`config.mk`:
```
export PLATFORM = sky130hd
export DESIGN_NAME = ascon_decrypt_verify_flat
export DESIGN_NICKNAME = d
export VERILOG_FILES = /design/src/rtl/ascon_pkg.sv /design/src/rtl/ascon_decrypt_verify_if.sv /design/src/rtl/ascon_pt_buffer.sv /design/src/rtl/ascon_decrypt_verify.sv /design/src/flat_wrapper.sv
export SDC_FILE = /design/constraint.sdc
export NUM_CORES = 2
export LEC_CHECK = 0
export BUFFER_PORTS_ARGS = -buffer_cell sky130_fd_sc_hd__buf_2
export CAP_MARGIN = 10
export CORE_UTILIZATION = 51
export DETAILED_ROUTE_END_ITERATION = 8
export HOLD_SLACK_MARGIN = 0.06
export PLACE_DENSITY = 0.86
export SYNTH_ARGS = -nofsm -noshare
export SYNTH_HDL_FRONTEND = slang
export SYNTH_SLANG_ARGS = --single-unit
```
`constraint.sdc`:
```
create_clock -name clk -period 3 [get_ports clk]
set_input_delay 0.15 -clock clk [delete_from_list [all_inputs] [get_ports clk]]
set_output_delay 0.15 -clock clk [all_outputs]
set_load 0.02 [all_outputs]
```
`src/rtl/ascon_pkg.sv`:
```
// Shared types, constants and helpers for the Ascon decrypt-and-verify block.
package ascon_pkg;

    localparam int unsigned BlkBytes = 16;

    typedef enum logic [2:0] {
        StIdle,
        StCollect,
        StWaitTag,
        StCompare,
        StRelease,
        StFail,
        StDone
    } state_e;

    // Keep the low rem bytes of a block; rem = 0 means the whole block is valid.
    function automatic logic [127:0] byte_mask(input logic [3:0] rem);
        logic [127:0] m;
        m = '0;
        for (int unsigned i = 0; i < BlkBytes; i++) begin
            m[8*i +: 8] = (rem == 4'd0 || i < {28'd0, rem}) ? 8'hff : 8'h00;
        end
        return m;
    endfunction

endpackage

```
`src/rtl/ascon_decrypt_verify_if.sv`:
```
// Handshake and control signals between the decrypt-verify block and its environment.
interface ascon_decrypt_verify_if #(
    parameter int unsigned LEN_W = 32
);
    logic             start;
    logic [LEN_W-1:0] ct_len;
    logic [127:0]     exp_tag;
    logic             blk_valid;
    logic [127:0]     blk_data;
    logic             blk_ready;
    logic             calc_tag_valid;
    logic [127:0]     calc_tag;
    logic             pt_valid;
    logic [127:0]     pt_data;
    logic             pt_last;
    logic             pt_ready;
    logic             auth_ok;
    logic             auth_fail;
    logic             len_err;
    logic             busy;

    modport master (
        output start, ct_len, exp_tag, blk_valid, blk_data, calc_tag_valid, calc_tag, pt_ready,
        input  blk_ready, pt_valid, pt_data, pt_last, auth_ok, auth_fail, len_err, busy
    );

    modport slave (
        input  start, ct_len, exp_tag, blk_valid, blk_data, calc_tag_valid, calc_tag, pt_ready,
        output blk_ready, pt_valid, pt_data, pt_last, auth_ok, auth_fail, len_err, busy
    );
endinterface

```
`src/rtl/ascon_pt_buffer.sv`:
```
// Plaintext holding buffer: one write port, one combinational read port, single-cycle clear.
module ascon_pt_buffer #(
    parameter int unsigned MAX_BLKS = 4,
    parameter int unsigned AddrW    = 2
) (
    input  logic             clk_i,
    input  logic             rst_i,
    input  logic             clr_i,
    input  logic             we_i,
    input  logic [AddrW-1:0] waddr_i,
    input  logic [127:0]     wdata_i,
    input  logic [AddrW-1:0] raddr_i,
    output logic [127:0]     rdata_o
);
    logic [127:0] mem_q [MAX_BLKS];
    logic [127:0] mem_d [MAX_BLKS];

    always_comb begin
        mem_d = mem_q;
        if (clr_i) begin
            for (int unsigned i = 0; i < MAX_BLKS; i++) mem_d[i] = '0;
        end else if (we_i) begin
            mem_d[waddr_i] = wdata_i;
        end
    end

    always_ff @(posedge clk_i) begin
        if (rst_i) begin
            for (int unsigned i = 0; i < MAX_BLKS; i++) mem_q[i] <= '0;
        end else begin
            mem_q <= mem_d;
        end
    end

    assign rdata_o = mem_q[raddr_i];
endmodule

```
`src/rtl/ascon_decrypt_verify.sv`:
```
// Buffers decrypted blocks, compares tags in constant time and releases plaintext
// only after successful authentication; wipes buffer and tags on failure.
module ascon_decrypt_verify
    import ascon_pkg::*;
#(
    parameter int unsigned MAX_BLKS = 4,
    parameter int unsigned LEN_W    = 32
) (
    input logic                   clk,
    input logic                   rst,
    ascon_decrypt_verify_if.slave bus
);
    localparam int unsigned CntW  = $clog2(MAX_BLKS + 1);
    localparam int unsigned AddrW = (MAX_BLKS > 1) ? $clog2(MAX_BLKS) : 1;

    state_e          state_q, state_d;
    logic [CntW-1:0] nblk_q, nblk_d, wr_idx_q, wr_idx_d, rd_idx_q, rd_idx_d;
    logic [3:0]      rem_q, rem_d;
    logic [127:0]    exp_tag_q, exp_tag_d, calc_tag_q, calc_tag_d;
    logic            len_err_q, len_err_d;

    logic [LEN_W-1:0] nblk_full;
    logic             diff, wr_last, rd_last;
    logic             buf_we, buf_clr;
    logic [127:0]     buf_wdata, buf_rdata;
    logic             blk_ready_c, pt_valid_c, auth_ok_c, auth_fail_c, pt_valid_o;

    assign nblk_full = LEN_W'(bus.ct_len >> 4) + LEN_W'(|bus.ct_len[3:0]);
    // Full-width OR reduction: timing does not depend on the mismatch position.
    assign diff      = |(calc_tag_q ^ exp_tag_q);
    assign wr_last   = (wr_idx_q == nblk_q - CntW'(1));
    assign rd_last   = (rd_idx_q == nblk_q - CntW'(1));
    assign buf_wdata = wr_last ? (bus.blk_data & byte_mask(rem_q)) : bus.blk_data;

    always_comb begin
        state_d     = state_q;
        nblk_d      = nblk_q;
        wr_idx_d    = wr_idx_q;
        rd_idx_d    = rd_idx_q;
        rem_d       = rem_q;
        exp_tag_d   = exp_tag_q;
        calc_tag_d  = calc_tag_q;
        len_err_d   = 1'b0;
        buf_we      = 1'b0;
        buf_clr     = 1'b0;
        blk_ready_c = 1'b0;
        pt_valid_c  = 1'b0;
        auth_ok_c   = 1'b0;
        auth_fail_c = 1'b0;
        unique case (state_q)
            StIdle: begin
                if (bus.start) begin
                    if (nblk_full > LEN_W'(MAX_BLKS)) begin
                        len_err_d = 1'b1;
                    end else begin
                        exp_tag_d = bus.exp_tag;
                        nblk_d    = CntW'(nblk_full);
                        rem_d     = bus.ct_len[3:0];
                        wr_idx_d  = '0;
                        rd_idx_d  = '0;
                        state_d   = (nblk_full == '0) ? StWaitTag : StCollect;
                    end
                end
            end
            StCollect: begin
                blk_ready_c = 1'b1;
                if (bus.blk_valid) begin
                    buf_we   = 1'b1;
                    wr_idx_d = wr_idx_q + CntW'(1);
                    if (wr_last) state_d = StWaitTag;
                end
            end
            StWaitTag: begin
                if (bus.calc_tag_valid) begin
                    calc_tag_d = bus.calc_tag;
                    state_d    = StCompare;
                end
            end
            StCompare: begin
                auth_ok_c   = ~diff;
                auth_fail_c = diff;
                state_d     = diff ? StFail : StRelease;
            end
            StRelease: begin
                if (nblk_q == '0) begin
                    state_d = StDone;
                end else begin
                    pt_valid_c = 1'b1;
                    if (bus.pt_ready) begin
                        rd_idx_d = rd_idx_q + CntW'(1);
                        if (rd_last) state_d = StDone;
                    end
                end
            end
            StFail: begin
                buf_clr    = 1'b1;
                exp_tag_d  = '0;
                calc_tag_d = '0;
                state_d    = StDone;
            end
            StDone:  state_d = StIdle;
            default: state_d = StIdle;
        endcase
    end

    always_ff @(posedge clk) begin
        if (rst) begin
            state_q    <= StIdle;
            nblk_q     <= '0;
            wr_idx_q   <= '0;
            rd_idx_q   <= '0;
            rem_q      <= '0;
            exp_tag_q  <= '0;
            calc_tag_q <= '0;
            len_err_q  <= 1'b0;
        end else begin
            state_q    <= state_d;
            nblk_q     <= nblk_d;
            wr_idx_q   <= wr_idx_d;
            rd_idx_q   <= rd_idx_d;
            rem_q      <= rem_d;
            exp_tag_q  <= exp_tag_d;
            calc_tag_q <= calc_tag_d;
            len_err_q  <= len_err_d;
        end
    end

    ascon_pt_buffer #(
        .MAX_BLKS (MAX_BLKS),
        .AddrW    (AddrW)
    ) u_buf (
        .clk_i   (clk),
        .rst_i   (rst),
        .clr_i   (buf_clr),
        .we_i    (buf_we),
        .waddr_i (wr_idx_q[AddrW-1:0]),
        .wdata_i (buf_wdata),
        .raddr_i (rd_idx_q[AddrW-1:0]),
        .rdata_o (buf_rdata)
    );

    // Outputs are forced low combinationally while rst is held.
    assign pt_valid_o    = pt_valid_c & ~rst;
    assign bus.pt_valid  = pt_valid_o;
    assign bus.pt_data   = pt_valid_o ? buf_rdata : '0;
    assign bus.pt_last   = pt_valid_o & rd_last;
    assign bus.blk_ready = blk_ready_c & ~rst;
    assign bus.auth_ok   = auth_ok_c & ~rst;
    assign bus.auth_fail = auth_fail_c & ~rst;
    assign bus.len_err   = len_err_q & ~rst;
    assign bus.busy      = (state_q != StIdle) & ~rst;
endmodule

```
`src/flat_wrapper.sv`:
```
// flat-port wrapper written by rule: the top's interface ports become plain ports
module ascon_decrypt_verify_flat import ascon_pkg::*;
#(
    parameter int unsigned MAX_BLKS = 4,
    parameter int unsigned LEN_W    = 32
)
  (clk, rst, bus_start, bus_ct_len, bus_exp_tag, bus_blk_valid, bus_blk_data, bus_calc_tag_valid, bus_calc_tag, bus_pt_ready, bus_blk_ready, bus_pt_valid, bus_pt_data, bus_pt_last, bus_auth_ok, bus_auth_fail, bus_len_err, bus_busy);
  ascon_decrypt_verify_if #(.LEN_W(LEN_W)) bus_i ();
  input logic clk;
  input logic rst;
  input wire logic [$bits(bus_i.start)-1:0] bus_start;
  input wire logic [$bits(bus_i.ct_len)-1:0] bus_ct_len;
  input wire logic [$bits(bus_i.exp_tag)-1:0] bus_exp_tag;
  input wire logic [$bits(bus_i.blk_valid)-1:0] bus_blk_valid;
  input wire logic [$bits(bus_i.blk_data)-1:0] bus_blk_data;
  input wire logic [$bits(bus_i.calc_tag_valid)-1:0] bus_calc_tag_valid;
  input wire logic [$bits(bus_i.calc_tag)-1:0] bus_calc_tag;
  input wire logic [$bits(bus_i.pt_ready)-1:0] bus_pt_ready;
  output wire logic [$bits(bus_i.blk_ready)-1:0] bus_blk_ready;
  output wire logic [$bits(bus_i.pt_valid)-1:0] bus_pt_valid;
  output wire logic [$bits(bus_i.pt_data)-1:0] bus_pt_data;
  output wire logic [$bits(bus_i.pt_last)-1:0] bus_pt_last;
  output wire logic [$bits(bus_i.auth_ok)-1:0] bus_auth_ok;
  output wire logic [$bits(bus_i.auth_fail)-1:0] bus_auth_fail;
  output wire logic [$bits(bus_i.len_err)-1:0] bus_len_err;
  output wire logic [$bits(bus_i.busy)-1:0] bus_busy;
  assign bus_i.start = bus_start;
  assign bus_i.ct_len = bus_ct_len;
  assign bus_i.exp_tag = bus_exp_tag;
  assign bus_i.blk_valid = bus_blk_valid;
  assign bus_i.blk_data = bus_blk_data;
  assign bus_i.calc_tag_valid = bus_calc_tag_valid;
  assign bus_i.calc_tag = bus_calc_tag;
  assign bus_i.pt_ready = bus_pt_ready;
  assign bus_blk_ready = bus_i.blk_ready;
  assign bus_pt_valid = bus_i.pt_valid;
  assign bus_pt_data = bus_i.pt_data;
  assign bus_pt_last = bus_i.pt_last;
  assign bus_auth_ok = bus_i.auth_ok;
  assign bus_auth_fail = bus_i.auth_fail;
  assign bus_len_err = bus_i.len_err;
  assign bus_busy = bus_i.busy;
  ascon_decrypt_verify #(.MAX_BLKS(MAX_BLKS), .LEN_W(LEN_W)) u_core (.clk(clk), .rst(rst), .bus(bus_i));
endmodule
```
==> results of run 1 <==
==> cell usage after synthesis, types with 5 or more instances <==
| library cell | n | area [um^2] |
|---|---|---|
| nand2_1 | 1314 | 4930 |
| dfxtp_1 | 785 | 15700 |
| a21oi_1 | 741 | 3710 |
| nor2_1 | 256 | 961 |
| clkbuf_1 | 250 | 938 |
| nor2b_1 | 151 | 945 |
| mux4_2 | 128 | 2880 |
| xnor2_1 | 126 | 1100 |
| and2_1 | 89 | 557 |
| a22oi_1 | 44 | 330 |
| buf_1 | 39 | 146 |
| nand4_1 | 38 | 238 |
| inv_1 | 16 | 60.1 |
| nor3_1 | 13 | 65.1 |
| buf_6 | 12 | 135 |
| nand3_1 | 10 | 50.1 |
| o21ai_0 | 10 | 50.1 |
| buf_2 | 9 | 45.0 |
| ha_1 | 9 | 113 |
| nor4_1 | 9 | 56.3 |
| nand2b_1 | 8 | 50.1 |
| xor2_1 | 7 | 61.3 |
| a31oi_1 | 6 | 37.5 |
| a31o_2 | 5 | 43.8 |
| and3_1 | 5 | 31.3 |
| and4_1 | 5 | 43.8 |
| or3_1 | 5 | 31.3 |
==> cells by family after synthesis <==
family / Yosys count / share of synthesized area, %
AOI/OAI and AO/OA: 839 / 13.2
xor gates and xnor gates: 134 / 3.51
muxes: 131 / 8.61
adders and majority gates: 9 / 0.333
and+or+nand+nor: 1919 / 23.9
buffers and inverters: 329 / 3.98
DFF: 785 / 46.5
==> stage by stage <==
stage | cell area, um^2 | TNS (ns) | cells
CTS | 44500 | 0 | 5898
floorplan | 33800 | 0 | 4146
global placement | 37800 | -35.59 | 5362
detailed placement | 37800 | -46.58 | 5362
==> per-layer routing <==
layer	GRT overflow	GRT usage (%)
met4	24	33.6
met1	2	49.2
met2	37	65.3
met3	2	24.8
met5	1	5.41
==> repair_timing <==
item                                    in CTS
pin swaps                                    3
endpoints found under the setup margin      14
hold endpoints to repair                   775
resized for setup                           13
hold buffers                               391
==> impl_results.md, run 1 <==
- Status: did not finish
- Halt Stage: 5_1_grt
- Err: [ERROR GRT-0116] Global routing finished with congestion. Check the congestion regions in the DRC Viewer.
- Post-synth top flop: dfxtp_1
- Post-place setup slack: -0.380 ns
- Syn nets: 4577
- Post-synth EDFFs: 0
- Mapped Cells: 4146
- Tot GR Track Use: 45.2%
- Grt ovf: 66
- Largest net degree at the start of global routing: 129
- Sequential fraction of the synthesis area: 46.5%
- CTS max path bufs: 3
- Die Height: 260 um
- Num CTS Buffers: 80
- CTS Sinks: 785
- Port bufs: 556
- GPL Wtd Cong: 0.975
- Site Rows: 94
- Setup Buffers After CTS: 0
- First-pass GRT wire length: 228 mm
- Vias in the first global route: 39000
- Cell Area, Synth: 33800 um^2
- Syn avg cell area: 8.16 um^2
- Initial Utilization: 51.5%
- Final HPWL DP: 70.8 mm
- Post-synthesis cell type count: 57
- Num ports: 557
- Post-synthesis async set-or-reset flop share: 0%
- Die X-Extent: 260 um
- CTS H-tree lvls: 3
- Ys Warns: 0
- Count of state elements after synthesis: 785
- Root buffer cell: clkbuf_16
==> run 2, diff against run 1 <==
CORE_UTILIZATION = 40   (was 51)
HOLD_SLACK_MARGIN = unset   (was 0.06)
PLACE_DENSITY = unset   (was 0.86)
PLACE_DENSITY_LB_ADDON = 0.15   (was unset)
clock period = 3.9 ns   (was 3 ns; I/O delays follow)
==> impl_results.md, run 2 <==
- Post-detailed-route wirelength per cell: 19.3 um
- Total routed wirelength: 119 mm
- Initial DRC count: 2331
- CP endpoint: u_core.exp_tag_q[104]
- Final TNS setup: 0 ns
- CTS max path bufs: 3
- GPL Wtd Cong: 0.868
- Post-synth EDFFs: 0
- Largest stage delay, worst path: 0.66 ns
- Post-synth top cells: 1314 x nand2_1, 785 x dfxtp_1, 741 x a21oi_1
- Cell count along the critical path: 14
- Post-layout min period: 3.63 ns
- Fraction of layout cells with a size suffix above 1: 18.7%
- Critical Path RT: 4.48 ns
- Post-synthesis cell type count: 57
- Area leader, netlist: dfxtp_1
- Tot GR Track Use: 27.1%
- Num CTS Buffers: 86
- Sequential fraction of the synthesis area: 46.5%
- Worst Hold Class: primary input to flip-flop
- Syn avg cell area: 8.16 um^2
- Initial antenna violation count: 16
- Vias in the first global route: 31200
- Crit-path slowest cell: or4_1
- Ys Warns: 0
- Hold Fails Final Rpt: 0
- Post-place setup slack: 0.258 ns
- Post-synth top area share: 46.5%
- Worst VDD drop: 0.347 mV
- Worst R2R Start: u_core.nblk_q[0]
- Final HPWL DP: 75.8 mm
- Die area: 85700 um^2
- Antenna-violating nets left: 0
- Die Height: 293 um
- Mapped Cells: 4146
- Port bufs: 556
- Fin Clk Skew: 0.0213 ns
- Reg2Reg Setup Slack: 0.77 ns
- Largest net degree at the start of global routing: 129
- Syn nets: 4577
- Root buffer cell: clkbuf_16
- Final layout net count: 5374
- Cell Area, Synth: 33800 um^2
- Setup-failing EPs final: 0
- Worst Setup SP: bus_ct_len[3]
- Fin crit share: 93.0%
- Core footprint: 83700 um^2
- CP Data Arrival Time: 4.21 ns
- Hold path cells: 5
- Clk_lat worst skew: 0.65 ns
- Area grow syn2layout: 32.2%
- CP startpoint kind: primary input
- Fmax: 276 MHz
- Crit path buffers/inverters: 3
- Largest register by flop count: u_core.u_buf.mem_q
- Initial Utilization: 40.4%
- CP top delay family: simple AND/OR/NAND/NOR gates
- First-pass GRT wire length: 182 mm
- CP max FO: 65
- Setup slack after layout: 0.275 ns
- CTS tree: built
- Count of state elements after synthesis: 785
- Routed vias/inst: 5.19
- Post-synth top flop: dfxtp_1
- Status: completed
- Largest regs: u_core.u_buf.mem_q (512), u_core.calc_tag_q (128), u_core.exp_tag_q (128)
- R2R depth: 10
- CTS Sinks: 785
- Num ports: 557
- Dominant cells by area after synthesis: dfxtp_1 46%, nand2_1 15%, a21oi_1 11%
- Most frequent cells in the layout: 1310 x nand2_1, 783 x dfxtp_1, 740 x a21oi_1, 556 x buf_2, 383 x dlygate4sd3_1
- Via count: 32000
- Worst path cell trace: dlygate4sd3_1 > buf_2 > or4_1 > ha_1 > ha_1 > a211oi_1 > a31oi_1 > a2111oi_1 > a2bb2oi_1 > nand4_1 > and4b_4 > buf_12 > nand2_1 > a21oi_1
- Fillers: 7816
- Clk pin slew, worst setup/hold paths: 0.06 ns
- Final slew viol count: 0
- Post-synthesis async set-or-reset flop share: 0%
- Die X-Extent: 293 um
- Site Rows: 106
- DRC: 0
- Drt pass-1 iters: 5
- Most frequent cell after synthesis: nand2_1
- FF-to-FF End: u_core.u_buf.mem_q[76]
- Post-CTS resize count: 0
- Static leakage: 16.1 nW
- Crit Path Class: primary input to flip-flop
- Least-Margin Pin Slew: 1.05 ns
- CTS H-tree lvls: 3
- CP dominant cell by count: ha_1
- Commonest non-fill, non-tap cell in the layout: nand2_1
- RSZ-0062 raised after global routing: false
- Max Cap Viol: 0
- Slew headroom: 30.2%
- Crit. End Element: flip-flop
- Grt ovf: 0
- Max FFs per register: 512
- Power per cell area: 417 nW/um^2
run 2: cell families after synthesis:
logic type                 after synthesis  synth area share (%)
AOI/OAI and AO/OA                      839                  13.2
xor gates and xnor gates               134                  3.51
adders and majority gates                9                 0.333
buffers and inverters                  329                  3.98
DFF                                    785                  46.5
muxes                                  131                  8.61
and+or+nand+nor                       1919                  23.9
run 2: repair_timing:
item / CTS / global route
hold buffers: 383 / 0
endpoints found under the hold margin: 732 / 0
setup buffers: 0 / 0
run 2: cell type report:
type,count,area (um^2),area share (%)
multi-input combinational,3032,16900,37.7
clock buffer,126,2550,5.71
sequential,785,15700,35.1
tap,1134,1420,3.17
inverter,16,60.1,0.134
antenna,15,37.5,0.0839
timing repair buffer,1022,7650,17.1
clock inverter,30,413,0.923
run 2: worst reg2reg max path: cells and delay by family (launching register included):
family	cells	cell delay, ns
buf+inv	1	0.09
fa+ha+maj	1	0.34
xor+xnor	1	0.15
simple gates	3	0.93
flops	1	0.41
compound gates	4	1.07
run 2: worst min path at each step:
stage	from	to	slack [ns]
after floorplan	bus_blk_data[0]	u_core.u_buf.mem_q[0]	0.33
after global placement	u_core.u_buf.mem_q[265]	u_core.u_buf.mem_q[265]	0.44
after detailed placement	bus_calc_tag[75]	u_core.calc_tag_q[75]	0.44
after CTS	bus_blk_data[123]	u_core.u_buf.mem_q[251]	0.002
after global routing	bus_blk_data[24]	u_core.u_buf.mem_q[408]	0.04
final	bus_blk_data[24]	u_core.u_buf.mem_q[408]	0.03
run 2: report_power, final:
group / internal [mW] / switching (mW)
registers: 8.18 / 0.115
clock network: 4.98 / 3.51
logic: 0.857 / 1.02
run 2: per-layer routing:
layer  share of wire, %  global-route usage [%]  up-vias
li1                   -                       -    15400
met1                 43                    36.1    15200
met2                 47                    44.1     1163
met3                5.7                    3.41      271
met4                4.1                    11.7        4
met5              0.014                       0        -
run 2: metrics by stage:
| step | util [%] | instance area, um^2 | power [mW] | instances | hold WS, ns |
|---|---|---|---|---|---|
| CTS | 53.4 | 44700 | 18.8 | 6145 | 0.00230 |
| finish | 53.4 | 44700 | 18.7 | 6160 | 0.0263 |
| global route | 53.4 | 44700 | 19.3 | 6159 | 0.0427 |
| floorplan | - | 33800 | 9.31 | 4146 | 0.331 |
| global placement | 45.3 | 37900 | 10.0 | 5606 | 0.439 |
| detailed placement | 45.3 | 37900 | 10.0 | 5606 | 0.441 |
No activity file was read; power rests on OpenSTA's default activity.
